<file path="config.mk">
export PLATFORM = sky130hd
export DESIGN_NAME = eg4_board_io
export DESIGN_NICKNAME = d
export VERILOG_FILES = /design/src/rtl/eg4_board_io.sv
export SDC_FILE = /design/constraint.sdc
export NUM_CORES = 1
export LEC_CHECK = 0
export ABC_AREA = 1
export CAP_MARGIN = 20
export CELL_PAD_IN_SITES_DETAIL_PLACEMENT = 1
export CELL_PAD_IN_SITES_GLOBAL_PLACEMENT = 2
export CORE_MARGIN = 4
export CORE_UTILIZATION = 31
export CTS_BUF_LIST = sky130_fd_sc_hd__clkbuf_8
export CTS_CLUSTER_SIZE = 8
export DETAILED_ROUTE_END_ITERATION = 12
export GPL_ROUTABILITY_DRIVEN = 0
export GPL_TIMING_DRIVEN = 0
export PLACE_DENSITY = 0.92
export SYNTH_ARGS = -nofsm -noshare
export SYNTH_HDL_FRONTEND = slang
export SYNTH_SLANG_ARGS = --single-unit
export TNS_END_PERCENT = 5
</file>
<file path="constraint.sdc">
create_clock -name sys_clk_p -period 1.5 [get_ports sys_clk_p]
set_input_delay 0.3 -clock sys_clk_p [delete_from_list [all_inputs] [get_ports sys_clk_p]]
set_output_delay 0.3 -clock sys_clk_p [all_outputs]
set_load 0.02 [all_outputs]
</file>
<file path="src/rtl/eg4_board_io.sv">
// eg4_board_io: board I/O controller for the EG4S20 board family.
// Button path: two-flop synchroniser, optional pin inversion, a strobe-counted
// debounce per button, and one-cycle press/release events.
// LED path: per-channel off/direct/blink/PWM modes, with pin polarity applied
// in a final output register. The PWM and blink counters are shared by all channels.

module eg4_board_io #(
   parameter int BTN_NUM  = 1,
   parameter bit BTN_INV  = 1'b0,
   parameter int DEB_MS   = 16,
   parameter int LED_NUM  = 3,
   parameter bit LED_INV  = 1'b1,
   parameter int PWM_BITS = 4,
   parameter int BLINK_MS = 250
) (
   input  logic                         sys_clk_p,
   input  logic                         sys_rst,
   input  logic                         ena_us,
   input  logic                         ena_ms,
   input  logic [BTN_NUM-1:0]           btn_in,
   output logic [BTN_NUM-1:0]           btn_out,
   output logic [BTN_NUM-1:0]           btn_prs,
   output logic [BTN_NUM-1:0]           btn_rel,
   input  logic [LED_NUM-1:0]           led_src,
   input  logic [2*LED_NUM-1:0]         led_mode,
   input  logic [PWM_BITS*LED_NUM-1:0]  led_duty,
   output logic [LED_NUM-1:0]           led_pin
);

   localparam logic [7:0] DEB_LAST   = 8'(DEB_MS - 1);
   localparam logic [9:0] BLINK_LAST = 10'(BLINK_MS - 1);

   localparam logic [1:0] MODE_OFF    = 2'b00;
   localparam logic [1:0] MODE_DIRECT = 2'b01;
   localparam logic [1:0] MODE_BLINK  = 2'b10;

   // ---------------------------------------------------------------- buttons

   logic [BTN_NUM-1:0] r_sync1;
   logic [BTN_NUM-1:0] r_sync2;
   logic [BTN_NUM-1:0] w_s;
   logic [BTN_NUM-1:0] r_btn_out;
   logic [BTN_NUM-1:0] r_btn_prs;
   logic [BTN_NUM-1:0] r_btn_rel;
   logic [7:0]         r_deb_cnt [BTN_NUM];

   // two-flop synchroniser for the asynchronous button pins
   always_ff @(posedge sys_clk_p or posedge sys_rst) begin
      if (sys_rst) begin
         r_sync1 <= '0;
         r_sync2 <= '0;
      end else begin
         r_sync1 <= btn_in;
         r_sync2 <= r_sync1;
      end
   end

   // Inversion happens after synchronisation, so the sync flops clear to 0 regardless of BTN_INV.
   assign w_s = r_sync2 ^ {BTN_NUM{BTN_INV}};

   // per-button debounce: count strobes while the input disagrees with the debounced level
   always_ff @(posedge sys_clk_p or posedge sys_rst) begin
      if (sys_rst) begin
         r_btn_out <= '0;
         r_btn_prs <= '0;
         r_btn_rel <= '0;
         for (int i = 0; i < BTN_NUM; i++) begin
            r_deb_cnt[i] <= '0;
         end
      end else begin
         for (int i = 0; i < BTN_NUM; i++) begin
            r_btn_prs[i] <= 1'b0;
            r_btn_rel[i] <= 1'b0;
            if (w_s[i] == r_btn_out[i]) begin
               // any return to agreement, including a bounce, restarts the count
               r_deb_cnt[i] <= '0;
            end else if (ena_ms) begin
               if (r_deb_cnt[i] == DEB_LAST) begin
                  r_btn_out[i] <= w_s[i];
                  r_deb_cnt[i] <= '0;
                  r_btn_prs[i] <= w_s[i];
                  r_btn_rel[i] <= ~w_s[i];
               end else begin
                  r_deb_cnt[i] <= r_deb_cnt[i] + 8'd1;
               end
            end
         end
      end
   end

   assign btn_out = r_btn_out;
   assign btn_prs = r_btn_prs;
   assign btn_rel = r_btn_rel;

   // ------------------------------------------------------------------- LEDs

   logic [PWM_BITS-1:0] r_pwm_cnt;
   logic [9:0]          r_blink_cnt;
   logic                r_blink_ph;
   logic [LED_NUM-1:0]  w_led_l;
   logic [LED_NUM-1:0]  r_led_pin;

   // Shared PWM counter. It advances on each microsecond strobe and wraps naturally.
   always_ff @(posedge sys_clk_p or posedge sys_rst) begin
      if (sys_rst) begin
         r_pwm_cnt <= '0;
      end else if (ena_us) begin
         r_pwm_cnt <= r_pwm_cnt + 1'b1;
      end
   end

   // Shared blink counter. The phase toggles once per blink half-period.
   always_ff @(posedge sys_clk_p or posedge sys_rst) begin
      if (sys_rst) begin
         r_blink_cnt <= '0;
         r_blink_ph  <= 1'b0;
      end else if (ena_ms) begin
         if (r_blink_cnt == BLINK_LAST) begin
            r_blink_cnt <= '0;
            r_blink_ph  <= ~r_blink_ph;
         end else begin
            r_blink_cnt <= r_blink_cnt + 10'd1;
         end
      end
   end

   // Per-channel logical LED value from mode, request, blink phase and PWM compare.
   // With the strict less-than, duty 0 is never lit and full-scale duty misses one slot.
   always_comb begin
      w_led_l = '0;
      for (int i = 0; i < LED_NUM; i++) begin
         case (led_mode[2*i +: 2])
            MODE_OFF:    w_led_l[i] = 1'b0;
            MODE_DIRECT: w_led_l[i] = led_src[i];
            MODE_BLINK:  w_led_l[i] = led_src[i] & r_blink_ph;
            default:     w_led_l[i] = led_src[i] &
                                      (r_pwm_cnt < led_duty[PWM_BITS*i +: PWM_BITS]);
         endcase
      end
   end

   // Registered pin drive with polarity applied. Reset leaves every LED dark.
   always_ff @(posedge sys_clk_p or posedge sys_rst) begin
      if (sys_rst) begin
         r_led_pin <= {LED_NUM{LED_INV}};
      end else begin
         r_led_pin <= w_led_l ^ {LED_NUM{LED_INV}};
      end
   end

   assign led_pin = r_led_pin;

endmodule

</file>
==> impl_metrics.toml, run 1 <==
[clock_tree]
clkSinkCount = 31
clk_pin_slew_ns = 0.07
clk_latency_ns = 0.28
clk_path_buf_depth = 2
clockRootBuffer = "clkbuf_8"
cts.htree.levels = 2
cts_buffers = 5
cts_setup_buffers = 0
cts_tree = "done"

[timing]
final.setup.worst_slack_ns = 0.0886
final.period_utilization_pct = 94.1
setup-violations-final = 0
finalClockSkew_ns = 0.00561
slew_headroom_pct = 53.1
hold_viol_final = 0
layout_min_cycle_time_ns = 1.41
report.final.slew_viol_count = 0
fmax_mhz = 709
worstMarginPinSlew_ns = 0.702
rsz0062_at_grt = "no"

[power_and_ir_drop]
p_per_area_nw_per_um2 = 1180
comb_power_share_pct = 29.0
power.share.clock_pct = 29.4
power.switching_mw = 0.949
irDropWorstVdd_mv = 0.607
p_int_mw = 1.94
switching_share_pct = 32.9
p_leak_nw = 1.30
share_seq_of_total_power_pct = 41.5

[yosys]
synth.most_common_cell = "nand2_1"
synth_area_leaders = "dfrtp_1, nand2_1, inv_1, ha_1, nor2_1"
synth_common_cells = "nand2_1, inv_1, dfrtp_1"
syn_inst = 252
synth_top_cell_by_area = "dfrtp_1"
synth-seq-cells = 31
yosysWarningCount = 0
synth_cell_types = 27
syn_nets = 291
ys_seq_area_share_pct = 40.9
synth_flop_cell = "dfrtp_1"
mappedNetlistArea_um2 = 1910
synth_top_cell_area_share_pct = 36.7
avgSynthCellArea_um2 = 7.57
synth_edf_count = 0
synthArstFlopShare_pct = 100

[worst_setup_path]
cp_num_buf_inv = 1
cp_num_cells = 1
crit_path_start_kind = "flip-flop"
crit_type = "flip-flop to output pin"
crit_family = "flip-flops"
arrival_ns = 1.11
slowest_delay_ns = 0.51
rr_worst_depth = 7
path_cells = "dlygate4sd2_1"
crit_fanout = 1
critPathRequiredTime_ns = 1.20
end_kind = "output pin"
slowest_stage = "dfstp_2"

[global_route]
track_usage_pct = 13.3
grt_max_degree = 17
grt_first_pass_wirelength_um = 7980
grt-ovfl-total = 0
grt_pass1_vias = 1736
antenna_found_initial = 0

[worst_hold_path]
worstHoldPathType = "flip-flop to flip-flop"
min_path_cells = 0

[drt]
dr.first_iter.drc_count = 54
drt_wl_total_um = 4230
drc = 0
final_antenna_net_count = 0
dr.pass1.iters = 4
vias = 1636
vias_per_cell = 4.46
routedWlPerCell_um = 11.5

[floorplanning]
initial_core_util_pct = 32.0
core_um2 = 5960
die-width_um = 86.5
row_count = 28
io_pins = 32
dieArea_um2 = 7470
die_h_um = 86.5

[cells_and_area]
n_fill_cell = 744
drive_gt1_share_pct = 10.6
fin_nets = 330
stdcell_count = 367
area_growth_pct = 28.7
n_antenna_cell = 0

[placed_design]
pre_cts_slack_ns = -0.158
dp.final_hpwl_um = 3490
dp_cells = 359
io_buffers = 31

[run]
drv_cap = 0

[outcome]
outcome = "finished, final reports clean"
-- layout by cell type (no fill, tap or decap), types with 3 or more instances in the layout --
master and n:
nor2_1 20, dfstp_2 3, o21ai_1 4, o21ai_0 6
nor2_2 4, dlygate4sd2_1 5, dfrtp_1 28, clkdlybuf4s50_1 25
ha_1 13, xor2_1 4, xnor2_1 3, buf_2 3
inv_1 48, clkbuf_8 6, o21a_1 6, nand2_1 71
nand3_1 16, nand4_1 5, a21oi_1 4
-- path summary, 6_finish.rpt --
| check | startpoint | end | slack, ns |
|---|---|---|---|
| worst max-delay path | led_pin[0]$_DFF_PP1_ | led_pin[0] | 0.09 |
| worst min-delay path | r_sync1$_DFF_PP0_ | r_sync2$_DFF_PP0_ | 0.35 |
| worst max register to register | r_blink_cnt[1]$_DFFE_PP0P_ | r_blink_cnt[6]$_DFFE_PP0P_ | 0.18 |
| worst min register to register | r_sync1$_DFF_PP0_ | r_sync2$_DFF_PP0_ | 0.35 |
| max in group asynchronous | sys_rst | led_pin[1]$_DFF_PP1_ | 0.46 |
| min in group asynchronous | sys_rst | r_deb_cnt[6]$_DFFE_PP0P_ | 0.43 |
-- power by group through the flow --
stage / registers [mW] / logic (mW) / clock network [mW]
finish: 1.20 / 0.839 / 0.851
detailed placement: 1.22 / 0.864 / 0
global placement: 1.21 / 0.805 / 0
floorplan: 1.18 / 0.605 / 0
global route: 1.25 / 1.00 / 0.934
CTS: 1.21 / 0.862 / 0.888
-- metal layers --
metal	GRT usage, %	share of wire [%]	vias up
met5	0	0	-
met4	3.82	1.0	0
met3	3.23	4.2	4
met2	22.3	48	24
met1	17.0	47	757
li1	-	-	851
-- registers in the layout, indices dropped and copies added (netlist names) --
register     count
r_blink_cnt     10
r_deb_cnt        8
r_pwm_cnt        4
led_pin          3
btn_out          1
btn_prs          1
btn_rel          1
r_blink_ph       1
r_sync1          1
r_sync2          1
-- area by class of cell --
type	instances	area [um^2]	share of cell area [%]
multi-input cells	168	930	37.9
plain buffers	3	15.0	0.611
repair buffers	32	332	13.5
clock buffers	6	82.6	3.36
well taps	75	93.8	3.82
flip-flops and latches	31	779	31.7
inverters	50	189	7.69
clock inverters	2	35.0	1.43
-- kinds of logic (layout without fill, tap and decap cells) --
group / Yosys count / count (layout) / share of synthesized area (%)
muxes: 1 / 1 / 0.590
and+or+nand+nor: 126 / 126 / 29.2
AOI/OAI and AO/OA: 20 / 20 / 6.03
DFF: 31 / 31 / 40.9
xor gates and xnor gates: 8 / 8 / 4.07
adders and majority gates: 13 / 13 / 8.52
buffers and inverters: 53 / 93 / 10.7
-- metrics by stage --
| stage | power [mW] | hold WS (ns) | area (um^2) | util (%) | TNS [ns] |
|---|---|---|---|---|---|
| floorplan | 1.79 | 0.331 | 1910 | - | 0 |
| global placement | 2.02 | 0.334 | 2310 | 38.8 | -11.64 |
| detailed placement | 2.09 | 0.339 | 2340 | 39.3 | -1.96 |
| global route | 3.18 | 0.374 | 2460 | 41.2 | 0 |
| CTS | 2.96 | 0.356 | 2450 | 41.1 | 0 |
| finish | 2.89 | 0.353 | 2460 | 41.2 | 0 |
-- what timing repair did --
item / CTS / global route
gates cloned: 0 / 0
hold buffers: 0 / 0
endpoints found under the setup margin: 6 / 7
gates resized for setup: 6 / 3
(Power assumes the default switching activity.)
==> inputs of run 2 (changes only) <==
--- a/config.mk
+++ b/config.mk
@@ -14,9 +14,9 @@
 export CTS_BUF_LIST = sky130_fd_sc_hd__clkbuf_8
 export CTS_CLUSTER_SIZE = 8
 export DETAILED_ROUTE_END_ITERATION = 12
-export GPL_ROUTABILITY_DRIVEN = 0
 export GPL_TIMING_DRIVEN = 0
 export PLACE_DENSITY = 0.92
+export RECOVER_POWER = 100
 export SYNTH_ARGS = -nofsm -noshare
 export SYNTH_HDL_FRONTEND = slang
 export SYNTH_SLANG_ARGS = --single-unit
==> run 2 against run 1 <==
Compared with the run above:
- largest cell class unchanged
- highest routed layer unchanged
- largest power group unchanged
- via count barely moved
- global-route usage unchanged
- critical endpoint unchanged
- routed wire length about the same
- clock power hardly changed
- utilization stayed put
- sequential power about the same
==> impl_metrics.toml, run 2 (synthesis gave the netlist of run 1 again) <==
[outcome]
outcome = "finished, final reports clean"

[drt]
routedWlPerCell_um = 11.5
drt_wl_total_um = 4230
drc = 0
dr.first_iter.drc_count = 55
vias = 1637
dr.pass1.iters = 4
vias_per_cell = 4.46
final_antenna_net_count = 0

[power_and_ir_drop]
comb_power_share_pct = 29.0
power.share.clock_pct = 29.5
share_seq_of_total_power_pct = 41.6
p_per_area_nw_per_um2 = 1180
switching_share_pct = 32.9
p_leak_nw = 1.30
power.switching_mw = 0.949
irDropWorstVdd_mv = 0.607
p_int_mw = 1.94

[global_route]
antenna_found_initial = 0
grt_first_pass_wirelength_um = 7980
track_usage_pct = 13.3
grt-ovfl-total = 0
grt_max_degree = 17
grt_pass1_vias = 1736

[worst_setup_path]
path_cells = "dlygate4sd2_1"
crit_start = "led_pin[0]$_DFF_PP1_"
critPathRequiredTime_ns = 1.20
crit_path_start_kind = "flip-flop"
slowest_stage = "dfstp_2"
cp_num_cells = 1
arrival_ns = 1.11
crit_fanout = 1
crit_family = "flip-flops"
cp_num_buf_inv = 1
endpoint = "led_pin[0]"
r2r_slack_ns = 0.18
regToRegEndpoint = "r_blink_cnt[6]$_DFFE_PP0P_"
crit_type = "flip-flop to output pin"
end_kind = "output pin"
rr_worst_depth = 7
slowest_delay_ns = 0.51
r2r-start = "r_blink_cnt[1]$_DFFE_PP0P_"

[timing]
hold_ws_ns = 0.353
fmax_mhz = 709
hold_viol_final = 0
layout_min_cycle_time_ns = 1.41
rsz0062_at_grt = "no"
setup-violations-final = 0
slew_headroom_pct = 53.1
worstMarginPinSlew_ns = 0.703
final.period_utilization_pct = 94.1
report.final.slew_viol_count = 0
finalClockSkew_ns = 0.00561

[clock_tree]
clk_pin_slew_ns = 0.07
cts.htree.levels = 2
clockRootBuffer = "clkbuf_8"
cts_buffers = 5
clk_latency_ns = 0.28
cts_tree = "done"
clk_path_buf_depth = 2
cts_setup_buffers = 0
clkSinkCount = 31

[run]
drv_cap = 0

[floorplanning]
die-width_um = 86.5
initial_core_util_pct = 32.0
row_count = 28
core_um2 = 5960
io_pins = 32
die_h_um = 86.5
dieArea_um2 = 7470

[cells_and_area]
fin_nets = 330
drive_gt1_share_pct = 10.6
top_register = "r_blink_cnt"
area_growth_pct = 28.7
n_fill_cell = 744
largest_reg_flops = 10
utilization_pct = 41.2
final_common_cell = "nand2_1"
final_cell_mix = "nand2_1, inv_1, dfrtp_1, clkdlybuf4s50_1, nor2_1"
n_antenna_cell = 0
reg.largest.list = "r_blink_cnt (10), r_deb_cnt (8), r_pwm_cnt (4)"

[placed_design]
routabilityCongestion = 0.724
io_buffers = 31
dp.final_hpwl_um = 3490

[worst_hold_path]
worstHoldPathType = "flip-flop to flip-flop"
## run 2: cell type report
cell class | count | area [um^2] | share of cell area, %
Timing Repair Buffer | 32 | 332 | 13.5
Inverter | 50 | 189 | 7.69
Clock inverter | 2 | 35.0 | 1.43
Tap cell | 75 | 93.8 | 3.82
Clock buffer | 6 | 82.6 | 3.36
Multi-Input combinational cell | 168 | 930 | 37.9
Buffer | 3 | 15.0 | 0.611
Sequential cell | 31 | 779 | 31.7
## run 2: what timing repair did
action	CTS	global route
setup endpoints to repair	6	7
gates resized for setup	6	3
hold buffers	0	0
## run 2: worst min path at each step
stage | from | to | slack (ns) | cells after the start
after floorplan | r_sync1$_DFF_PP0_ | r_sync2$_DFF_PP0_ | 0.33 | 0
after global placement | r_sync1$_DFF_PP0_ | r_sync2$_DFF_PP0_ | 0.33 | 0
after detailed placement | r_sync1$_DFF_PP0_ | r_sync2$_DFF_PP0_ | 0.34 | 0
after CTS | r_sync1$_DFF_PP0_ | r_sync2$_DFF_PP0_ | 0.36 | 0
after global routing | r_sync1$_DFF_PP0_ | r_sync2$_DFF_PP0_ | 0.37 | 0
final | r_sync1$_DFF_PP0_ | r_sync2$_DFF_PP0_ | 0.35 | 0
## run 2: through the flow
step | power, mW | instances | instance area [um^2] | setup slack [ns] | setup TNS, ns
2_1_floorplan | 1.79 | 252 | 1910 | 0.343 | 0
3_3_place_gp | 2.02 | 358 | 2310 | -0.336 | -11.64
3_5_place_dp | 2.09 | 359 | 2340 | -0.158 | -1.96
4_1_cts | 2.96 | 367 | 2450 | 0.0421 | 0
5_1_grt | 3.18 | 367 | 2460 | 0.00792 | 0
6_report | 2.89 | 367 | 2460 | 0.0886 | 0
## run 2: per-layer routing
layer / vias to the layer above / wire length, um / global-route usage, %
met4: 0 / 44 / 3.82
li1: 851 / - / -
met1: 758 / 1970 / 17.0
met5: - / 0 / 0
met2: 24 / 2030 / 22.3
met3: 4 / 178 / 3.23
## run 2: power groups by stage
stage / logic (mW) / clock network, mW / registers, mW
after floorplan: 0.605 / 0 / 1.18
after global placement: 0.805 / 0 / 1.21
after detailed placement: 0.864 / 0 / 1.22
after CTS: 0.862 / 0.888 / 1.21
after global routing: 1.00 / 0.934 / 1.25
final: 0.837 / 0.851 / 1.20
